==> src/rtl/inc_counter_pkg.sv <==
// inc_counter_pkg: shared FSM state and action encodings for inc_counter.
package inc_counter_pkg;
  typedef enum logic {ST_RUN = 1'b0, ST_SAT = 1'b1} state_e;
  typedef enum logic [1:0] {ACT_HOLD, ACT_LOAD, ACT_INC, ACT_DEC} act_e;
endpackage

==> src/rtl/inc_counter_inc_n.sv <==
// inc_n: combinational WIDTH-bit adder of a + b + cin, returning {ovf, sum}.
module inc_n #(
  parameter int unsigned WIDTH = 16
) (
  input  logic [WIDTH-1:0] a_i,
  input  logic [WIDTH-1:0] b_i,
  input  logic             cin_i,
  output logic [WIDTH:0]   sum_o
);
  assign sum_o = {1'b0, a_i} + {1'b0, b_i} + (WIDTH+1)'(cin_i);
endmodule

==> src/rtl/inc_counter.sv <==
// inc_counter: registered incrementer/PC with load, wrap or saturate, overflow pulse.
// Optional decrement port 'dec' enabled by macro INC_COUNTER_DEC_EN.
module inc_counter
  import inc_counter_pkg::*;
#(
  parameter int unsigned WIDTH     = 16,
  parameter int unsigned STEP      = 1,
  parameter bit          SATURATE  = 1'b0,
  parameter int unsigned RESET_VAL = 0
) (
  input  logic             clk,
  input  logic             reset,
  input  logic             load,
  input  logic [WIDTH-1:0] entrada,
  input  logic             inc,
  input  logic             carry_in,
`ifdef INC_COUNTER_DEC_EN
  input  logic             dec,
`endif
  output logic [WIDTH-1:0] saida,
  output logic             carry_out,
  output logic             sat
);
  localparam logic [WIDTH-1:0] STEP_W = WIDTH'(STEP);
  localparam logic [WIDTH-1:0] RST_W  = WIDTH'(RESET_VAL);
  state_e           state_q, state_d;
  act_e             act;
  logic [WIDTH-1:0] saida_q, saida_d;
  logic             carry_q, carry_d, dec_w, ovf, is_dec;
  logic [WIDTH:0]   sum;
`ifdef INC_COUNTER_DEC_EN
  assign dec_w = dec;
`else
  assign dec_w = 1'b0;
`endif
  assign act    = load ? ACT_LOAD : inc ? ACT_INC : dec_w ? ACT_DEC : ACT_HOLD;
  assign is_dec = (act == ACT_DEC);
  // decrement is saida + ~STEP + !carry_in; a missing carry-out means borrow
  inc_n #(.WIDTH(WIDTH)) u_inc (
    .a_i  (saida_q),
    .b_i  (is_dec ? ~STEP_W : STEP_W),
    .cin_i(is_dec ? ~carry_in : carry_in),
    .sum_o(sum)
  );
  assign ovf = is_dec ^ sum[WIDTH];
  always_comb begin
    saida_d = saida_q;
    carry_d = 1'b0;
    state_d = state_q;
    if (act == ACT_LOAD) begin
      saida_d = entrada;
      state_d = ST_RUN;
    end else if (act != ACT_HOLD && state_q == ST_RUN) begin
      carry_d = ovf;
      saida_d = (ovf && SATURATE) ? {WIDTH{!is_dec}} : sum[WIDTH-1:0];
      state_d = (ovf && SATURATE) ? ST_SAT : ST_RUN;
    end
  end
  always_ff @(posedge clk) begin
    if (reset) begin
      state_q <= ST_RUN;
      saida_q <= RST_W;
      carry_q <= 1'b0;
    end else begin
      state_q <= state_d;
      saida_q <= saida_d;
      carry_q <= carry_d;
    end
  end
  assign saida     = saida_q;
  assign carry_out = carry_q;
  assign sat       = (state_q == ST_SAT);
endmodule

==> config.mk <==
export PLATFORM = sky130hd
export DESIGN_NAME = inc_counter
export DESIGN_NICKNAME = d
export VERILOG_FILES = /design/src/rtl/inc_counter_pkg.sv /design/src/rtl/inc_counter_inc_n.sv /design/src/rtl/inc_counter.sv
export SDC_FILE = /design/constraint.sdc
export NUM_CORES = 1
export LEC_CHECK = 0
export CAP_MARGIN = 10
export CORE_UTILIZATION = 43
export DETAILED_ROUTE_END_ITERATION = 7
export GPL_TIMING_DRIVEN = 0
export HOLD_SLACK_MARGIN = 0.03
export PLACE_DENSITY = 0.76
export RECOVER_POWER = 25
export SLEW_MARGIN = 20
export SYNTH_ARGS = -nofsm -noshare
export SYNTH_HDL_FRONTEND = slang
export SYNTH_SLANG_ARGS = --single-unit
==> constraint.sdc <==
create_clock -name clk -period 1.75 [get_ports clk]
set_input_delay 0.175 -clock clk [delete_from_list [all_inputs] [get_ports clk]]
set_output_delay 0.175 -clock clk [all_outputs]
set_load 0.01 [all_outputs]
==> flow_metrics.env, run 1 <==
export IMPL_clock_fmax_ghz=0.524
export IMPL_numPortBuffers=35
export IMPL_detail_route_wl_per_cell_um=14.9
export IMPL_hold_violations=0
export IMPL_worstMarginPinSlew_ns=0.537
export IMPL_grt_ovfl_total=0
export IMPL_status="finished, violations left"
export IMPL_crit_chain="inv_2, fa_2, nand3b_1, buf_4, a21oi_2, o2111ai_2, xnor2_1, o21a_1"
export IMPL_setup_worst_path_end_class="flip-flop"
export IMPL_finalSetupTns_ns=-0.772
export IMPL_holdPathStages=3
export IMPL_ir_drop_uv=512
export IMPL_netlist_instances=173
export IMPL_synth_edf_count=0
export IMPL_max_stage_delay_ns=0.37
export IMPL_whs_ns=0.212
export IMPL_cp_start_kind="flip-flop"
export IMPL_final_cells=278
export IMPL_cts_sinks=17
export IMPL_num_fill_cells=278
export IMPL_cp_buffers_inverters=2
export IMPL_crit_path_max_fanout=3
export IMPL_placed_cells=263
export IMPL_drive_gt1_share_pct=17.5
export IMPL_numCtsBuffers=3
export IMPL_drt_initial_drc_count=54
export IMPL_antenna_left=0
export IMPL_initial_core_util_pct=45.7
export IMPL_num_antenna_cells=0
export IMPL_clockBufferDepth=2
export IMPL_yosysSeqAreaShare_pct=24.2
export IMPL_clk_latency_ns=0.30
export IMPL_path_delay_family="compound AO/OA/AOI/OAI gates"
export IMPL_ctsHoldBuffers=0
export IMPL_finalWorstSetupSlack_ns=-0.159
export IMPL_powerDensity_nw_per_um2=546
export IMPL_dr_total_vias=1551
export IMPL_first_pass_iters=4
export IMPL_path_depth=8
export IMPL_root_buffer="clkbuf_4"
export IMPL_synth_yosys_warnings=0
export IMPL_post_route_period_util_pct=109
export IMPL_postSynthAreaPerCell_um2=8.14
export IMPL_final_common_cell="clkdlybuf4s50_1"
export IMPL_leakage_nw=0.842
export IMPL_hold_path_class="input pin to flip-flop"
export IMPL_synth_async_reset_ratio_pct=0
export IMPL_drt_total_wl_mm=4.15
export IMPL_crit_arrival_ns=2.11
export IMPL_die_h_um=59.2
export IMPL_grt_pass1_vias=1478
export IMPL_setup_viol=7
export IMPL_grt_max_degree=11
export IMPL_synth_top_cell_by_area="dfxtp_1"
export IMPL_yosys_area_top_type_share_pct=24.2
export IMPL_netlist_area_um2=1410
export IMPL_htreeDepth=1
export IMPL_synth_flop_cell="dfxtp_1"
export IMPL_core_um2=3080
export IMPL_num_rows=20
export IMPL_area_growth_pct=43.3
export IMPL_cts_tree="built"
export IMPL_grt_use_total_pct=24.8
export IMPL_power_mw=1.10
export IMPL_reg2regPathDepth=8
export IMPL_synth_seq_cells=17
export IMPL_min_period_ns=1.91
export IMPL_die_w_um=59.2
export IMPL_synth_cell_types=51
export IMPL_drv_slew=0
export IMPL_post_route_drc_count=0
export IMPL_rsz0062_at_grt="true"
export IMPL_fin_nets=268
export IMPL_worstSetupPathType="flip-flop to flip-flop"
export IMPL_fin_worst_skew_ns=0.00701
export IMPL_required_ns=1.95
export IMPL_ioPinCount=39
export IMPL_drv_cap=0
export IMPL_relSlewSlack_pct=64.2
export IMPL_crit_slowest_cell="dfxtp_4"
export IMPL_gp_congestion=0.890
export IMPL_yosys_top_cells_area="dfxtp_1, ha_1, a21oi_1"
export IMPL_violations="setup timing"
export IMPL_dieArea_um2=3510
export IMPL_grt_antenna_before_repair=0
export IMPL_clk_pin_slew_ns=0.11
export IMPL_final_cell_mix="clkdlybuf4s50_1, a21oi_1, conb_1, dfxtp_1"
export IMPL_dp_hpwl_mm=3.02
export IMPL_viasPerCell=5.58
export IMPL_grt_pass1_wl_mm=6.48
==> flip-flops by register name, summed over array words and instances (netlist names) <==
name,count
carry_out,1
saida,16
==> kinds of logic after synthesis <==
kind of cell | Yosys count | share of synthesized area, %
DFF | 17 | 24.2
muxes | 2 | 1.42
buffers and inverters | 18 | 5.42
adders and majority gates | 12 | 11.2
AOI/OAI and AO/OA | 68 | 34.3
other | 2 | 0.534
and+or+nand+nor | 47 | 18.6
xor gates and xnor gates | 7 | 4.36
==> final timing paths <==
kind	end	start	slack, ns
worst max-delay path	saida[8]	saida[1]	-0.16
worst min-delay path	saida[15]	reset	0.21
worst max register to register	saida[8]	saida[1]	-0.16
worst min register to register	carry_out	saida[15]	0.49
==> through the flow <==
step,utilization [%],instance area [um2],setup slack (ns)
after floorplan,-,1470,-0.0313
after global placement,60.8,1870,-0.576
after detailed placement,60.8,1870,-0.602
after CTS,64.3,1980,-0.0972
after global routing,65.5,2020,-0.264
final,65.5,2020,-0.159
==> timing repair <==
action / in CTS / in global routing
endpoints found under the setup margin: 11 / 14
pin swaps: 9 / 6
gates resized for setup: 10 / 8
buffers inserted: 7 / 4
==> power breakdown <==
part / internal (mW) / switching (mW)
combinational: 0.210 / 0.196
sequential: 0.418 / 0.0509
clock: 0.0889 / 0.138
==> cell type report <==
cell class / instances / area, um2 / area share, %
tap: 44 / 55.1 / 2.73
inverter: 10 / 37.5 / 1.86
buffer: 8 / 41.3 / 2.05
sequential: 17 / 350 / 17.4
timing repair buffer: 46 / 435 / 21.6
multi-input combinational: 149 / 1070 / 53.1
clock buffer: 4 / 26.3 / 1.30
==> synthesized netlist by cell type (2+ instances only) <==
cell type / n
a211oi_1: 5
a21boi_0: 2
a21o_1: 2
a21o_2: 2
a21oi_1: 24
a221oi_1: 2
and3_1: 3
buf_1: 2
buf_4: 2
clkbuf_1: 3
conb_1: 2
dfxtp_1: 17
ha_1: 11
inv_1: 10
mux2i_1: 2
nand2_1: 8
nand2b_1: 2
nand4_1: 3
nor2_1: 14
nor3b_1: 4
o211a_1: 2
o211ai_1: 7
o211ai_2: 2
o21a_1: 3
o21ai_0: 4
o31ai_1: 2
o32ai_1: 2
or3_1: 3
xnor2_1: 4
xor2_1: 3
==> worst reg2reg max path, stage by stage (launching register included) <==
cell,delay [ns]
dfxtp_4,0.37
inv_2,0.04
fa_2,0.35
nand3b_1,0.24
buf_4,0.19
a21oi_2,0.16
o2111ai_2,0.13
xnor2_1,0.16
o21a_1,0.18
==> per-layer routing <==
metal  vias up  wire length [um]  GRT usage (%)
li1        760                 -              -
met1       718              1890           32.1
met2        63              1960           40.0
met3        10               206           5.68
met4         0                87           9.18
met5         -                 0              0
(Power assumes the default switching activity.)
==> run 2: changes to the inputs <==
SKIP_LAST_GASP = 1   (was unset)
clock period = 1.69 ns   (was 1.75 ns; I/O delays follow)
==> run 2 against run 1 <==
  * Routed wire length shrank 1.6%
  * Via count shrank 1.7%
  * Non-clock buffer count shrank 1
  * Critical path type unchanged
  * The flow still finishes with violations (setup timing)
  * Hold slack lost 0.0048 ns
  * Cell count shrank 0.36%
  * Critical path depth shrank 1
==> flow_metrics.env, run 2 (synthesis gave the netlist of run 1 again) <==
export IMPL_drv_slew=0
export IMPL_gp_congestion=0.890
export IMPL_cp_start_kind="flip-flop"
export IMPL_status="finished, violations left"
export IMPL_area_growth_pct=42.6
export IMPL_first_pass_iters=4
export IMPL_cts_sinks=17
export IMPL_leakage_nw=0.847
export IMPL_num_antenna_cells=0
export IMPL_setup_worst_path_end_class="flip-flop"
export IMPL_dieArea_um2=3510
export IMPL_grt_ovfl_total=0
export IMPL_largest_register_ff_count=16
export IMPL_fin_nets=267
export IMPL_holdPathStages=3
export IMPL_viasPerCell=5.51
export IMPL_clock_fmax_ghz=0.541
export IMPL_post_route_period_util_pct=109
export IMPL_clockBufferDepth=2
export IMPL_crit_slowest_cell="dfxtp_4"
export IMPL_core_um2=3080
export IMPL_final_cell_mix="clkdlybuf4s50_1, a21oi_1, dfxtp_1"
export IMPL_cts_tree="built"
export IMPL_power_mw=1.14
export IMPL_place_ws_ns=-0.656
export IMPL_hold_end="saida[6]"
export IMPL_initial_core_util_pct=45.7
export IMPL_whs_ns=0.207
export IMPL_relSlewSlack_pct=63.0
export IMPL_clk_pin_slew_ns=0.11
export IMPL_ioPinCount=39
export IMPL_drive_gt1_share_pct=17.2
export IMPL_reg2regPathDepth=7
export IMPL_grt_pass1_vias=1443
export IMPL_placed_cells=263
export IMPL_crit_chain="inv_2, fa_2, nand3b_1, a211oi_2, o21ai_2, and3b_1, o32ai_1"
export IMPL_grt_use_total_pct=24.5
export IMPL_drv_cap=0
export IMPL_finalWorstSetupSlack_ns=-0.159
export IMPL_worstSetupPathType="flip-flop to flip-flop"
export IMPL_drt_total_wl_mm=4.08
export IMPL_worstMarginPinSlew_ns=0.555
export IMPL_setup_viol=10
export IMPL_grt_max_degree=11
export IMPL_hold_violations=0
export IMPL_numCtsBuffers=3
export IMPL_fin_worst_skew_ns=0.000488
export IMPL_dp_hpwl_mm=3.02
export IMPL_required_ns=1.91
export IMPL_min_period_ns=1.85
export IMPL_die_h_um=59.2
export IMPL_grt_antenna_before_repair=0
export IMPL_max_stage_delay_ns=0.37
export IMPL_antenna_left=0
export IMPL_numPortBuffers=35
export IMPL_drt_initial_drc_count=64
export IMPL_hold_path_class="input pin to flip-flop"
export IMPL_final_cells=277
export IMPL_dr_total_vias=1525
export IMPL_worstReg2RegEnd="saida[14]"
export IMPL_utilization_pct=65.2
export IMPL_reg2reg_slack_ns=-0.16
export IMPL_violations="setup timing"
export IMPL_crit_path_max_fanout=3
export IMPL_root_buffer="clkbuf_4"
export IMPL_powerDensity_nw_per_um2=566
export IMPL_detail_route_wl_per_cell_um=14.7
export IMPL_ir_drop_uv=530
export IMPL_htreeDepth=1
export IMPL_post_route_drc_count=0
export IMPL_rsz0062_at_grt="true"
export IMPL_r2r_start="saida[1]"
export IMPL_final_common_cell="clkdlybuf4s50_1"
export IMPL_die_w_um=59.2
export IMPL_crit_arrival_ns=2.06
export IMPL_num_rows=20
export IMPL_grt_pass1_wl_mm=6.36
export IMPL_hp_start="reset"
export IMPL_clk_latency_ns=0.30
[run 2: changes by cell type in the layout (fill, tap and decap cells not counted), moves of 2 or more]
cell,previous run,this run
dfxtp_2,2,0
o21ai_1,2,0
clkdlybuf4s50_1,33,31
dlygate4sd3_1,1,3
dfxtp_1,13,15
[run 2: how the worst max path moves through the flow]
stage | from | cells after the start | to | slack, ns
2_1_floorplan | saida[0] | 7 | saida[14] | -0.09
3_3_place_gp | carry_in | 8 | saida[14] | -0.63
3_5_place_dp | carry_in | 8 | saida[14] | -0.66
4_1_cts | saida[1] | 7 | saida[14] | -0.14
5_1_grt | saida[0] | 8 | saida[12] | -0.27
6_report | saida[1] | 7 | saida[14] | -0.16
[run 2: per-stage QoR]
| stage | setup TNS [ns] | cell area [um2] |
|---|---|---|
| 2_1_floorplan | -0.0916 | 1470 |
| 3_3_place_gp | -6.37 | 1870 |
| 3_5_place_dp | -6.79 | 1870 |
| 4_1_cts | -0.652 | 1970 |
| 5_1_grt | -1.81 | 2010 |
| 6_report | -0.860 | 2010 |
[run 2: layout make-up]
class / count / area [um2]
Sequential cell: 17 / 348
Fill cell: 275 / 1070
Multi-Input combinational cell: 149 / 1070
Tap cell: 44 / 55.1
Clock buffer: 4 / 26.3
Buffer: 8 / 42.5
Inverter: 10 / 37.5
Timing Repair Buffer: 45 / 424
[run 2: metal layers]
| layer | global-route usage, % | part of all wire [%] | vias to the layer above |
|---|---|---|---|
| met1 | 31.8 | 45 | 693 |
| met3 | 5.90 | 5.9 | 6 |
| met2 | 39.0 | 48 | 68 |
| li1 | - | - | 758 |
| met4 | 9.52 | 1.4 | 0 |
| met5 | 0 | 0 | - |
[run 2: repair_timing]
action / CTS / global route
cloned: 0 / 0
gates resized for setup: 12 / 4
endpoints found under the hold margin: 0 / 0
hold buffers: 0 / 0
setup buffers: 7 / 4
pin swaps: 9 / 8
endpoints found under the setup margin: 14 / 14
[run 2: power breakdown]
group	internal (mW)	leakage, nW	switching [mW]
clock	0.0920	0.0150	0.142
sequential	0.432	0.142	0.0523
combinational	0.215	0.689	0.203
[run 2: critical path, delay by kind of cell, from the launching register on]
family / cells / cell delay (ns)
AO/OA/AOI/OAI: 3 / 0.60
adder cells (fa/ha/maj): 1 / 0.35
buffers and inverters: 1 / 0.04
flip-flops: 1 / 0.37
AND/OR/NAND/NOR: 2 / 0.40
